## src/rtl/grid_cursor_nav.sv

```systemverilog
// -----------------------------------------------------------------------------
// grid_cursor_nav
//
// Cursor controller for the product selection grid of the sale terminal.
// Turns debounced direction-button input into a row-major product index over
// a COLS x ROWS grid (0 = top-left), with a legacy clamp mode and a toroidal
// wrap mode, plus a valid/ready select handshake toward the payment/vend logic.
//
// All state updates on the falling edge of CLOCK; RESET is synchronous and
// active-high.
//
// Build option:
//   GRID_NAV_AUTOREPEAT_EN  defined   -> hold-to-repeat FSM (IDLE/WAIT/REPEAT)
//                                        driven by REPEAT_DELAY / REPEAT_RATE.
//                           undefined -> one move per dir_valid rising edge;
//                                        a direction change while held is
//                                        ignored and the repeat timing
//                                        parameters are unused.
//
// Ports:
//   CLOCK        in   system clock (falling-edge active)
//   RESET        in   synchronous active-high reset
//   Enable       in   navigation enable; low = no moves, repeat FSM to IDLE
//   wrap_mode    in   0 = clamp at grid edges, 1 = toroidal wrap
//   Dir_in       in   [1:0] 00 left, 01 up, 10 down, 11 right
//   dir_valid    in   high while a direction button is held
//   select_req   in   single-cycle confirm request
//   ProductID    out  [ID_W-1:0] current cursor index
//   move_strobe  out  one-cycle pulse per executed move (even a no-op move)
//   sel_valid    out  captured index available to the consumer
//   sel_id       out  [ID_W-1:0] index captured at select
//   sel_ready    in   consumer accepts sel_id
// -----------------------------------------------------------------------------
module grid_cursor_nav #(
  parameter int COLS         = 4,
  parameter int ROWS         = 3,
  parameter int ID_W         = 4,
  parameter int REPEAT_DELAY = 500,
  parameter int REPEAT_RATE  = 100
) (
  input  logic            CLOCK,
  input  logic            RESET,
  input  logic            Enable,
  input  logic            wrap_mode,
  input  logic [1:0]      Dir_in,
  input  logic            dir_valid,
  input  logic            select_req,
  output logic [ID_W-1:0] ProductID,
  output logic            move_strobe,
  output logic            sel_valid,
  output logic [ID_W-1:0] sel_id,
  input  logic            sel_ready
);

  typedef enum logic [1:0] {
    DIR_LEFT  = 2'b00,
    DIR_UP    = 2'b01,
    DIR_DOWN  = 2'b10,
    DIR_RIGHT = 2'b11
  } dir_t;

  // One spare bit so id+COLS etc. never overflow before the range fix-up.
  typedef logic [ID_W:0] wide_t;

  localparam wide_t C_W     = wide_t'(COLS);
  localparam wide_t N_W     = wide_t'(COLS * ROWS);
  localparam wide_t LAST_ID = wide_t'(COLS * ROWS - 1);
  localparam wide_t LAST_C  = wide_t'(COLS - 1);
  localparam wide_t LAST_R  = wide_t'(ROWS - 1);
  localparam wide_t ROW_OFS = wide_t'((ROWS - 1) * COLS);

  function automatic logic [ID_W-1:0] step_id(input logic [ID_W-1:0] id,
                                               input dir_t            dir,
                                               input logic            wrap);
    wide_t w;
    wide_t col;
    wide_t row;
    wide_t r;
    w   = {1'b0, id};
    col = w % C_W;
    row = w / C_W;
    r   = w;
    if (!wrap) begin
      case (dir)
        DIR_LEFT:  r = (w > '0)          ? w - wide_t'(1) : '0;
        DIR_RIGHT: r = (w < LAST_ID)     ? w + wide_t'(1) : LAST_ID;
        DIR_UP:    r = (w >= C_W)        ? w - C_W        : '0;
        DIR_DOWN:  r = (w < N_W - C_W)   ? w + C_W        : LAST_ID;
        default:   r = w;
      endcase
    end else begin
      case (dir)
        DIR_LEFT:  r = (col == '0)     ? w + LAST_C        : w - wide_t'(1);
        DIR_RIGHT: r = (col == LAST_C) ? w - LAST_C        : w + wide_t'(1);
        DIR_UP:    r = (row == '0)     ? w + ROW_OFS       : w - C_W;
        DIR_DOWN:  r = (row == LAST_R) ? w - ROW_OFS       : w + C_W;
        default:   r = w;
      endcase
    end
    return ID_W'(r);
  endfunction

  logic [ID_W-1:0] next_id;
  logic            prev_valid;

  assign next_id = step_id(ProductID, dir_t'(Dir_in), wrap_mode);

`ifdef GRID_NAV_AUTOREPEAT_EN
  typedef enum logic [1:0] {
    ST_IDLE   = 2'd0,
    ST_WAIT   = 2'd1,
    ST_REPEAT = 2'd2
  } state_t;

  localparam int CNT_MAX = (REPEAT_DELAY > REPEAT_RATE) ? REPEAT_DELAY : REPEAT_RATE;
  localparam int CNT_W   = $clog2(CNT_MAX);

  localparam logic [CNT_W-1:0] DELAY_LAST = CNT_W'(REPEAT_DELAY - 1);
  localparam logic [CNT_W-1:0] RATE_LAST  = CNT_W'(REPEAT_RATE - 1);

  state_t           state;
  dir_t             dir_q;
  logic [CNT_W-1:0] cnt;
`else
  // Timing parameters only matter to the repeat FSM.
  logic unused_cfg;
  assign unused_cfg = (REPEAT_DELAY > 0) && (REPEAT_RATE > 0);
`endif

  // NOTE: every register here is assigned with <= so all of them see the
  // pre-edge values of one another, exactly like the flops they describe.
  always_ff @(negedge CLOCK) begin
    if (RESET) begin
      // NOTE: only registers whose value carries meaning are reset; prev_valid
      // keeps following the button so a key held through reset stays inert.
      ProductID   <= '0;
      move_strobe <= 1'b0;
      sel_valid   <= 1'b0;
      sel_id      <= '0;
      prev_valid  <= dir_valid;
`ifdef GRID_NAV_AUTOREPEAT_EN
      state       <= ST_IDLE;
      dir_q       <= DIR_LEFT;
      cnt         <= '0;
`endif
    end else begin
      prev_valid  <= dir_valid;
      move_strobe <= 1'b0;

`ifdef GRID_NAV_AUTOREPEAT_EN
      if (!Enable) begin
        state <= ST_IDLE;
        cnt   <= '0;
      end else begin
        case (state)
          ST_IDLE: begin
            if (dir_valid && !prev_valid) begin
              ProductID   <= next_id;
              move_strobe <= 1'b1;
              dir_q       <= dir_t'(Dir_in);
              cnt         <= '0;
              state       <= ST_WAIT;
            end
          end
          ST_WAIT: begin
            if (!dir_valid) begin
              state <= ST_IDLE;
              cnt   <= '0;
            end else if (Dir_in != dir_q) begin
              // New direction restarts the initial hold delay.
              ProductID   <= next_id;
              move_strobe <= 1'b1;
              dir_q       <= dir_t'(Dir_in);
              cnt         <= '0;
            end else if (cnt == DELAY_LAST) begin
              ProductID   <= next_id;
              move_strobe <= 1'b1;
              cnt         <= '0;
              state       <= ST_REPEAT;
            end else begin
              cnt <= cnt + 1'b1;
            end
          end
          ST_REPEAT: begin
            if (!dir_valid) begin
              state <= ST_IDLE;
              cnt   <= '0;
            end else if (Dir_in != dir_q) begin
              ProductID   <= next_id;
              move_strobe <= 1'b1;
              dir_q       <= dir_t'(Dir_in);
              cnt         <= '0;
              state       <= ST_WAIT;
            end else if (cnt == RATE_LAST) begin
              ProductID   <= next_id;
              move_strobe <= 1'b1;
              cnt         <= '0;
            end else begin
              cnt <= cnt + 1'b1;
            end
          end
          default: begin
            state <= ST_IDLE;
            cnt   <= '0;
          end
        endcase
      end
`else
      if (Enable && dir_valid && !prev_valid) begin
        ProductID   <= next_id;
        move_strobe <= 1'b1;
      end
`endif

      // Capture uses the pre-move ProductID; a consumer accepting in the same
      // cycle frees the slot, so the new request overwrites and stays valid.
      if (select_req && (!sel_valid || sel_ready)) begin
        sel_id    <= ProductID;
        sel_valid <= 1'b1;
      end else if (sel_valid && sel_ready) begin
        sel_valid <= 1'b0;
      end
    end
  end

endmodule

```

## config.mk

```make
export PLATFORM = sky130hd
export DESIGN_NAME = grid_cursor_nav
export DESIGN_NICKNAME = d
export VERILOG_FILES = /design/src/rtl/grid_cursor_nav.sv
export SDC_FILE = /design/constraint.sdc
export NUM_CORES = 1
export LEC_CHECK = 0
export BUFFER_PORTS_ARGS = -buffer_cell sky130_fd_sc_hd__buf_2
export CORE_MARGIN = 4
export CORE_UTILIZATION = 45
export DETAILED_ROUTE_END_ITERATION = 12
export PLACE_DENSITY = 0.75
export SETUP_SLACK_MARGIN = 0.15
export SYNTH_ARGS = -nofsm -noshare
export SYNTH_HDL_FRONTEND = slang
export SYNTH_SLANG_ARGS = --single-unit
```

## constraint.sdc

```tcl
create_clock -name CLOCK -period 3.7 [get_ports CLOCK]
set_input_delay 0.37 -clock CLOCK [delete_from_list [all_inputs] [get_ports CLOCK]]
set_output_delay 0.37 -clock CLOCK [all_outputs]
set_load 0.005 [all_outputs]
```

Yosys cells after proc, flatten, opt, wreduce, memory -nomap -nowiden:

Cells that the tools add are included.

* flip-flop bits (word level): 11
* input bits: 9
* output and inout port bits: 10
* logic and storage cells: 47

* $add $sub $neg: 8
* $lt $le $gt $ge: 4
* equal/unequal tests: 5
* mux-type cells: 14
* reductions and logical operators: 11

Operators by type and width (count)
* 4-bit 2-to-1 mux: 9
* 4-bit one-hot mux with 4 select lines: 2
* 5-bit logical NOT: 2
* 2-bit equality test (second input constant): 4
* 4-bit < comparator (second input constant): 2
* 4-bit by 1-bit adder with 4-bit output (second input constant): 1
* 4-bit by 2-bit adder with 4-bit output (second input constant): 1
* 4-bit by 3-bit adder with 4-bit output (second input constant): 1
* 4-bit adder (second input constant): 1
* 4-bit by 3-bit >= comparator with 1-bit output (second input constant): 1
* 4-bit by 1-bit > comparator with 1-bit output (second input constant): 1
* 1-bit logical AND: 4
* 4-bit by 1-bit subtractor with 4-bit output (second input constant): 1
* 4-bit by 2-bit subtractor with 4-bit output (second input constant): 1
* 4-bit by 3-bit subtractor with 4-bit output (second input constant): 1
* 4-bit subtractor (second input constant): 1
* 1-bit 2-to-1 mux: 3
* 2-bit by 1-bit equality test with 1-bit output (second input constant): 1
* 1-bit logical NOT: 2
* 2-bit logical NOT: 1
* 2-bit nonzero test: 1
* 1-bit logical OR: 1

Depth between registers and ports, before layout:

Gate-level depths: netlist of run 1.

* depth in word-level cells: 4
* depth in mapped cells: 8
* mapped depth without buffers: 7

==> impl_metrics.csv, run 1 <==
group,metric,value,unit
layout,fin_nets,158,
layout,area_growth_syn_to_layout,17.89,%
min_path,worstHoldStart,"sel_id[3]",
placement,dp_hpwl,1610,µm
placement,dp.cells,153,
drt,avgViaCountPerCell,5.335,
min_path,worstHoldEndpoint,"sel_id[3]",
sta,tns,0,ns
yosys,ys_warn_count,0,
global_routing,grt_usage,0.1830,
worst_setup_path,cp_slowest_cell,"dfxtp_1",
worst_setup_path,rr_endpoint,"ProductID[2]",
sta,slew_violations,0,
global_routing,antenna_found_initial,0,
min_path,hp-class,"flop to flop",
clock_tree,cts_resized,0,
worst_setup_path,critPathTopFamily,"flip-flops",
floorplan,die_w,53.30,µm
worst_setup_path,r2r_start,"ProductID[2]",
worst_setup_path,worstPathRequired,3.33,ns
drt,avgRoutedWirePerCell,13.05,µm
worst_setup_path,crit_path_cell_trace,"buf_2",
placement,place_area,998.5,µm²
sta,skew,0.01067,ns
floorplan,row_count,16,
global_routing,grt_pass1_wl,3712,µm
worst_setup_path,cp-start-kind,"flop",
layout,drive_gt1_frac,0.2214,
power_and_ir_drop,ir_worst_vdd,0.2666,mV
floorplan,io-pin-count,19,
layout,diodes,0,
sta,relSlewSlack,0.6894,
floorplan,die-area,2841,µm²
yosys,async_reset_ff_frac,0,
clock_tree,clock_latency,0.35,ns
worst_setup_path,crit_type,"flop to output port",
drt,num_vias,891,
clock_tree,cts_tree,"yes",
placement,io_buffers,18,
yosys,syn_area,923.4,µm²
yosys,ys_types,39,
clock_tree,cts_sinks,11,
layout,design_area,1089,µm²
sta,rsz0062_at_grt,"no",
min_path,hold_depth,2,
drt,drc_errors,0,
worst_setup_path,ff2ff_setup_slack,1.45,ns
floorplan,die_y,53.30,µm
flow_run,max_cap_violations,0,
drt,drt_pass1_iterations,4,
clock_tree,cts-root-buf,"clkbuf_4",
drt,drt.antenna.violating_nets,0,
outcome,outcome,"complete, no violations",
worst_setup_path,cp_max_fo,13,
yosys,synth_fp_nets,130,
worst_setup_path,path_buf_inv,1,
yosys,synth_area_per_cell,8.172,µm²
clock_tree,htree_levels,1,
yosys,yosysSeqAreaShare,0.2385,
placement,place_congestion,0.9194,
global_routing,grt_overflow,0,
sta,finalSetupViolCount,0,
floorplan,core,1962,µm²
clock_tree,cts_buffers,3,
yosys,ys.flop_type,"dfxtp_1",
global_routing,grt_max_degree,15,
clock_tree,ctsHoldBuffers,0,
yosys,synth_edf_count,0,
sta,hold_viol,0,
worst_setup_path,cp-end-kind,"output port",
sta,whs,0.4767,ns
clock_tree,clk_pin_slew,0.04,ns
power_and_ir_drop,p_leak,0.5209,nW
worst_setup_path,ff2ff_path_depth,7,
yosys,ys_ff_latch,11,
clock_tree,clock_path_buffers,2,
clock_tree,cts_post_setup_buffers_inserted,0,
sta,tightest_slew,0.4627,ns
yosys,synthCells,113,
floorplan,start_util,0.4707,
layout,fin_cells,167,
global_routing,grt_pass1_vias,882,
worst_setup_path,slowest_delay,0.58,ns
worst_setup_path,arrival,2.97,ns
drt,wl,2180,µm
drt,initialDrtViolationCount,15,
power_and_ir_drop,p_per_area,373.6,nW/µm²
worst max-delay path by stage:
stage	to	slack (ns)	depth (start not counted)	from
after global routing	ProductID[2]	0.29	1	ProductID[2]
after detailed placement	ProductID[3]	0.13	6	Dir_in[0]
after CTS	ProductID[2]	0.35	1	ProductID[2]
final	ProductID[2]	0.36	1	ProductID[2]
after global placement	ProductID[3]	0.16	6	Dir_in[0]
after floorplan	ProductID[3]	0.29	6	Dir_in[0]
cell usage after synthesis (all sizes together) (2+ instances only):
| library cell | n | area, µm² |
|---|---|---|
| nand3 | 4 | 20.02 |
| o211a | 2 | 20.02 |
| o21ai | 9 | 45.04 |
| nand2 | 6 | 22.52 |
| inv | 9 | 33.79 |
| dfxtp | 11 | 220.2 |
| nor2 | 14 | 60.06 |
| nor2b | 3 | 33.79 |
| nor3 | 3 | 15.01 |
| nand2b | 4 | 25.02 |
| or3b | 2 | 17.52 |
| ha | 8 | 100.1 |
| a21oi | 11 | 55.05 |
| a211oi | 3 | 32.53 |
| xnor2 | 4 | 35.03 |
| buf | 4 | 35.03 |
sequential cells by signal, summed over array words and instances (netlist names):
register	count
sel_valid	1
ProductID	4
prev_valid	1
move_strobe	1
sel_id	4
stage by stage:
step / worst slack (ns) / util / power (mW)
floorplan: 0.2865 / - / 0.2064
detailed placement: 0.1315 / 0.5089 / 0.2222
global route: 0.2854 / 0.5548 / 0.4436
CTS: 0.3531 / 0.5548 / 0.4144
global placement: 0.1616 / 0.5089 / 0.2202
finish: 0.3590 / 0.5548 / 0.4067
cells in the final DEF (no fill, tap or decap), drive strengths merged, types with 2 or more instances in the layout:
| master | Yosys | layout |
|---|---|---|
| xnor2 | 4 | 4 |
| buf | 4 | 18 |
| ha | 8 | 8 |
| inv | 9 | 19 |
| a21oi | 11 | 11 |
| a211oi | 3 | 3 |
| or3b | 2 | 2 |
| o211a | 2 | 2 |
| nand2b | 4 | 4 |
| o21ai | 9 | 9 |
| nor3 | 3 | 3 |
| dfxtp | 11 | 11 |
| nor2 | 14 | 14 |
| nand3 | 4 | 4 |
| nand2 | 6 | 6 |
| nor2b | 3 | 3 |
| clkbuf | 1 | 3 |
area by class of cell:
type / count / area, µm²
multi-input combinational: 88 / 620.6
clock inverter: 12 / 71.32
inverter: 8 / 30.03
tap: 27 / 33.78
timing repair buffer: 18 / 90.09
clock buffer: 3 / 22.52
fill: 205 / 873.3
sequential: 11 / 220.2
where the power goes:
group / switching (mW) / total, mW / internal [mW]
logic: 0.0410 / 0.0715 / 0.0306
clock network: 0.0798 / 0.205 / 0.125
registers: 0.00641 / 0.130 / 0.124
logic make-up (layout without fill, tap and decap cells):
family,count (synthesis),after routing,synth area share
AO/OA/AOI/OAI,37,37,0.2859
XOR/XNOR,4,4,0.03794
adder cells (fa/ha/maj),8,8,0.1084
buffers and inverters,14,41,0.08943
flip-flops,11,11,0.2385
multiplexers,1,1,0.01084
AND/OR/NAND/NOR,38,38,0.2290
metal layers:
layer,vias up,wire (µm),GRT usage
li1,454,-,-
met5,-,0,0
met1,401,936,0.1970
met2,29,1042,0.2837
met3,7,150,0.08169
met4,0,51,0.1234
No activity file was read; power rests on OpenSTA's default activity.
==> inputs of run 2 (changes only) <==
Settings changed: CTS_BUF_LIST set to sky130_fd_sc_hd__clkbuf_2 sky130_fd_sc_hd__clkbuf_4 sky130_fd_sc_hd__clkbuf_8, PLACE_DENSITY 0.75 to 0.77.
Clock period 3.7 ns to 2.7 ns, I/O delays scaled along.
==> run 2 against run 1 <==
Net effect: clock-buffer cell count is the same; die area is the same; wire length grew 2.3%; via count grew 6.3%; worst setup slack lost 0.16 ns; combinational power grew 57%; design area grew 4.0%; non-clock buffer count grew 8; first-iteration DRC count grew 150%; largest cell class unchanged; largest power group is now registers.
==> impl_metrics.csv, run 2 (synthesis gave the netlist of run 1 again) <==
group,metric,value,unit
drt,wl_met3,207,µm
placement,place_area,1065,µm²
floorplan,die_y,53.30,µm
outcome,outcome,"complete, no violations",
placement,dp.cells,161,
layout,fillers,201,
floorplan,start_util,0.4707,
flow_run,max_cap_violations,0,
clock_tree,clock_latency,0.34,ns
drt,drc_errors,0,
worst_setup_path,ff2ff_setup_slack,0.68,ns
sta,whs,0.4928,ns
placement,place_ws,-0.1377,ns
floorplan,io-pin-count,19,
layout,fin_cells,175,
worst_setup_path,crit_type,"input pin to flop",
sta,skew,0.01133,ns
layout,design_area,1132,µm²
sta,slew_violations,0,
sta,finalWorstSetupSlack,0.1957,ns
layout,drive_gt1_frac,0.2838,
worst_setup_path,worstPathRequired,1.57,ns
clock_tree,cts_buffers,3,
min_path,hp-class,"flop to flop",
drt,drt_pass1_iterations,4,
worst_setup_path,arrival,1.37,ns
layout,fin_util,0.5772,
power_and_ir_drop,p_leak,0.5560,nW
min_path,hold_depth,2,
power_and_ir_drop,p_int,0.2956,mW
clock_tree,cts_tree,"yes",
sta,rsz0062_at_grt,"no",
layout,area_growth_syn_to_layout,22.63,%
sta,hold_viol,0,
drt,wl,2231,µm
worst_setup_path,cp-start-kind,"input pin",
global_routing,grt_overflow,0,
layout,final_cell_mix,"inv_1 (18), buf_2 (18), nor2_1 (13), a21oi_1 (11)",
clock_tree,htree_levels,1,
placement,dp_hpwl,1711,µm
clock_tree,cts-root-buf,"clkbuf_4",
min_path,worstHoldEndpoint,"sel_id[0]",
placement,io_buffers,18,
worst_setup_path,r2r_start,"ProductID[2]",
power_and_ir_drop,power_frac_seq,0.380,
clock_tree,clock_path_buffers,2,
layout,diodes,0,
drt,routed.top_layer,"met4",
drt,avgViaCountPerCell,5.411,
power_and_ir_drop,ir_worst_vdd,0.2747,mV
sta,tns,0,ns
sta,finalSetupViolCount,0,
global_routing,antenna_found_initial,0,
layout,fin_nets,166,
worst_setup_path,ff2ff_path_depth,8,
floorplan,row_count,16,
worst_setup_path,cp-end-kind,"flop",
layout,reg_top3,"ProductID x4, sel_id x4",
floorplan,die-area,2841,µm²
worst_setup_path,cp_max_fo,6,
worst_setup_path,rr_endpoint,"ProductID[2]",
power_and_ir_drop,finalPower,0.4645,mW
clock_tree,cts_sinks,11,
drt,drt-met1-wl,953,µm
floorplan,core,1962,µm²
min_path,worstHoldStart,"sel_id[0]",
floorplan,die_w,53.30,µm
power_and_ir_drop,p_per_area,410.2,nW/µm²
clock_tree,clk_pin_slew,0.04,ns
drt,num_vias,947,
clock_tree,ctsHoldBuffers,0,
drt,drt.antenna.violating_nets,0,
drt,initialDrtViolationCount,37,
power_and_ir_drop,switchingPower,0.1689,mW
global_routing,grt_max_degree,13,
power_and_ir_drop,clkPwrFrac,0.379,
power_and_ir_drop,switching_share,0.3637,
sta,relSlewSlack,0.8259,
global_routing,grt_pass1_wl,3781,µm
sta,tightest_slew,0.2611,ns
power_and_ir_drop,comb_power_share,0.241,
global_routing,grt_usage,0.1760,
global_routing,grt_pass1_vias,994,
drt,avgRoutedWirePerCell,12.75,µm
placement,place_congestion,0.9017,
drt,met2RoutedLength,1034,µm
## run 2: changes by cell type in the layout (fill, tap and decap cells not counted)
| cell | change |
|---|---|
| a221oi_2 | +1 |
| inv_1 | +1 |
| buf_4 | +8 |
| a221oi_1 | -1 |
| dfxtp_2 | +3 |
| bufinv_16 | -1 |
| dfxtp_1 | -3 |
## run 2: how the worst max path moves through the flow
stage	startpoint	endpoint	slack, ns	cells after the start
after global routing	Dir_in[0]	ProductID[3]	0.16	6
after detailed placement	Dir_in[0]	ProductID[3]	-0.14	6
final	Dir_in[0]	ProductID[3]	0.20	6
after global placement	Dir_in[0]	ProductID[3]	-0.06	6
after floorplan	Dir_in[0]	ProductID[3]	-0.01	6
after CTS	ProductID[1]	ProductID[1]	0.20	1
## run 2: power groups by stage
stage / Sequential [mW] / Clock [mW] / Combinational, mW
4_1_cts: 0.176 / 0.184 / 0.110
3_5_place_dp: 0.178 / 0.0273 / 0.110
6_report: 0.177 / 0.176 / 0.112
3_3_place_gp: 0.178 / 0.0273 / 0.106
5_1_grt: 0.177 / 0.202 / 0.123
2_1_floorplan: 0.178 / 0.0273 / 0.0799
## run 2: layout make-up
class	instances	area, µm²	area share
Multi-Input combinational cell	88	626.9	0.5536
Sequential cell	11	224.0	0.1978
Timing Repair Buffer	26	150.1	0.1326
Clock inverter	12	45.04	0.03978
Tap cell	27	33.78	0.02983
Inverter	8	30.03	0.02652
Clock buffer	3	22.52	0.01989
## run 2: timing repair
item                                    4_1_cts  5_1_grt
endpoints found under the setup margin        3        0
resized for setup                             3        0
endpoints found under the hold margin         0        0
buffers inserted                              0        0
## run 2: worst max-delay path: stages
cell and delay (ns):
buf_2 0.14, nor2b_4 0.14, a221oi_2 0.28, nand3_1 0.11
o211a_1 0.14, o311a_1 0.28
## run 2: per-layer routing
metal / global-route usage / up-vias
met5: 0 / -
met4: 0.1234 / 0
met3: 0.04225 / 6
met2: 0.2776 / 52
met1: 0.2054 / 420
li1: - / 469
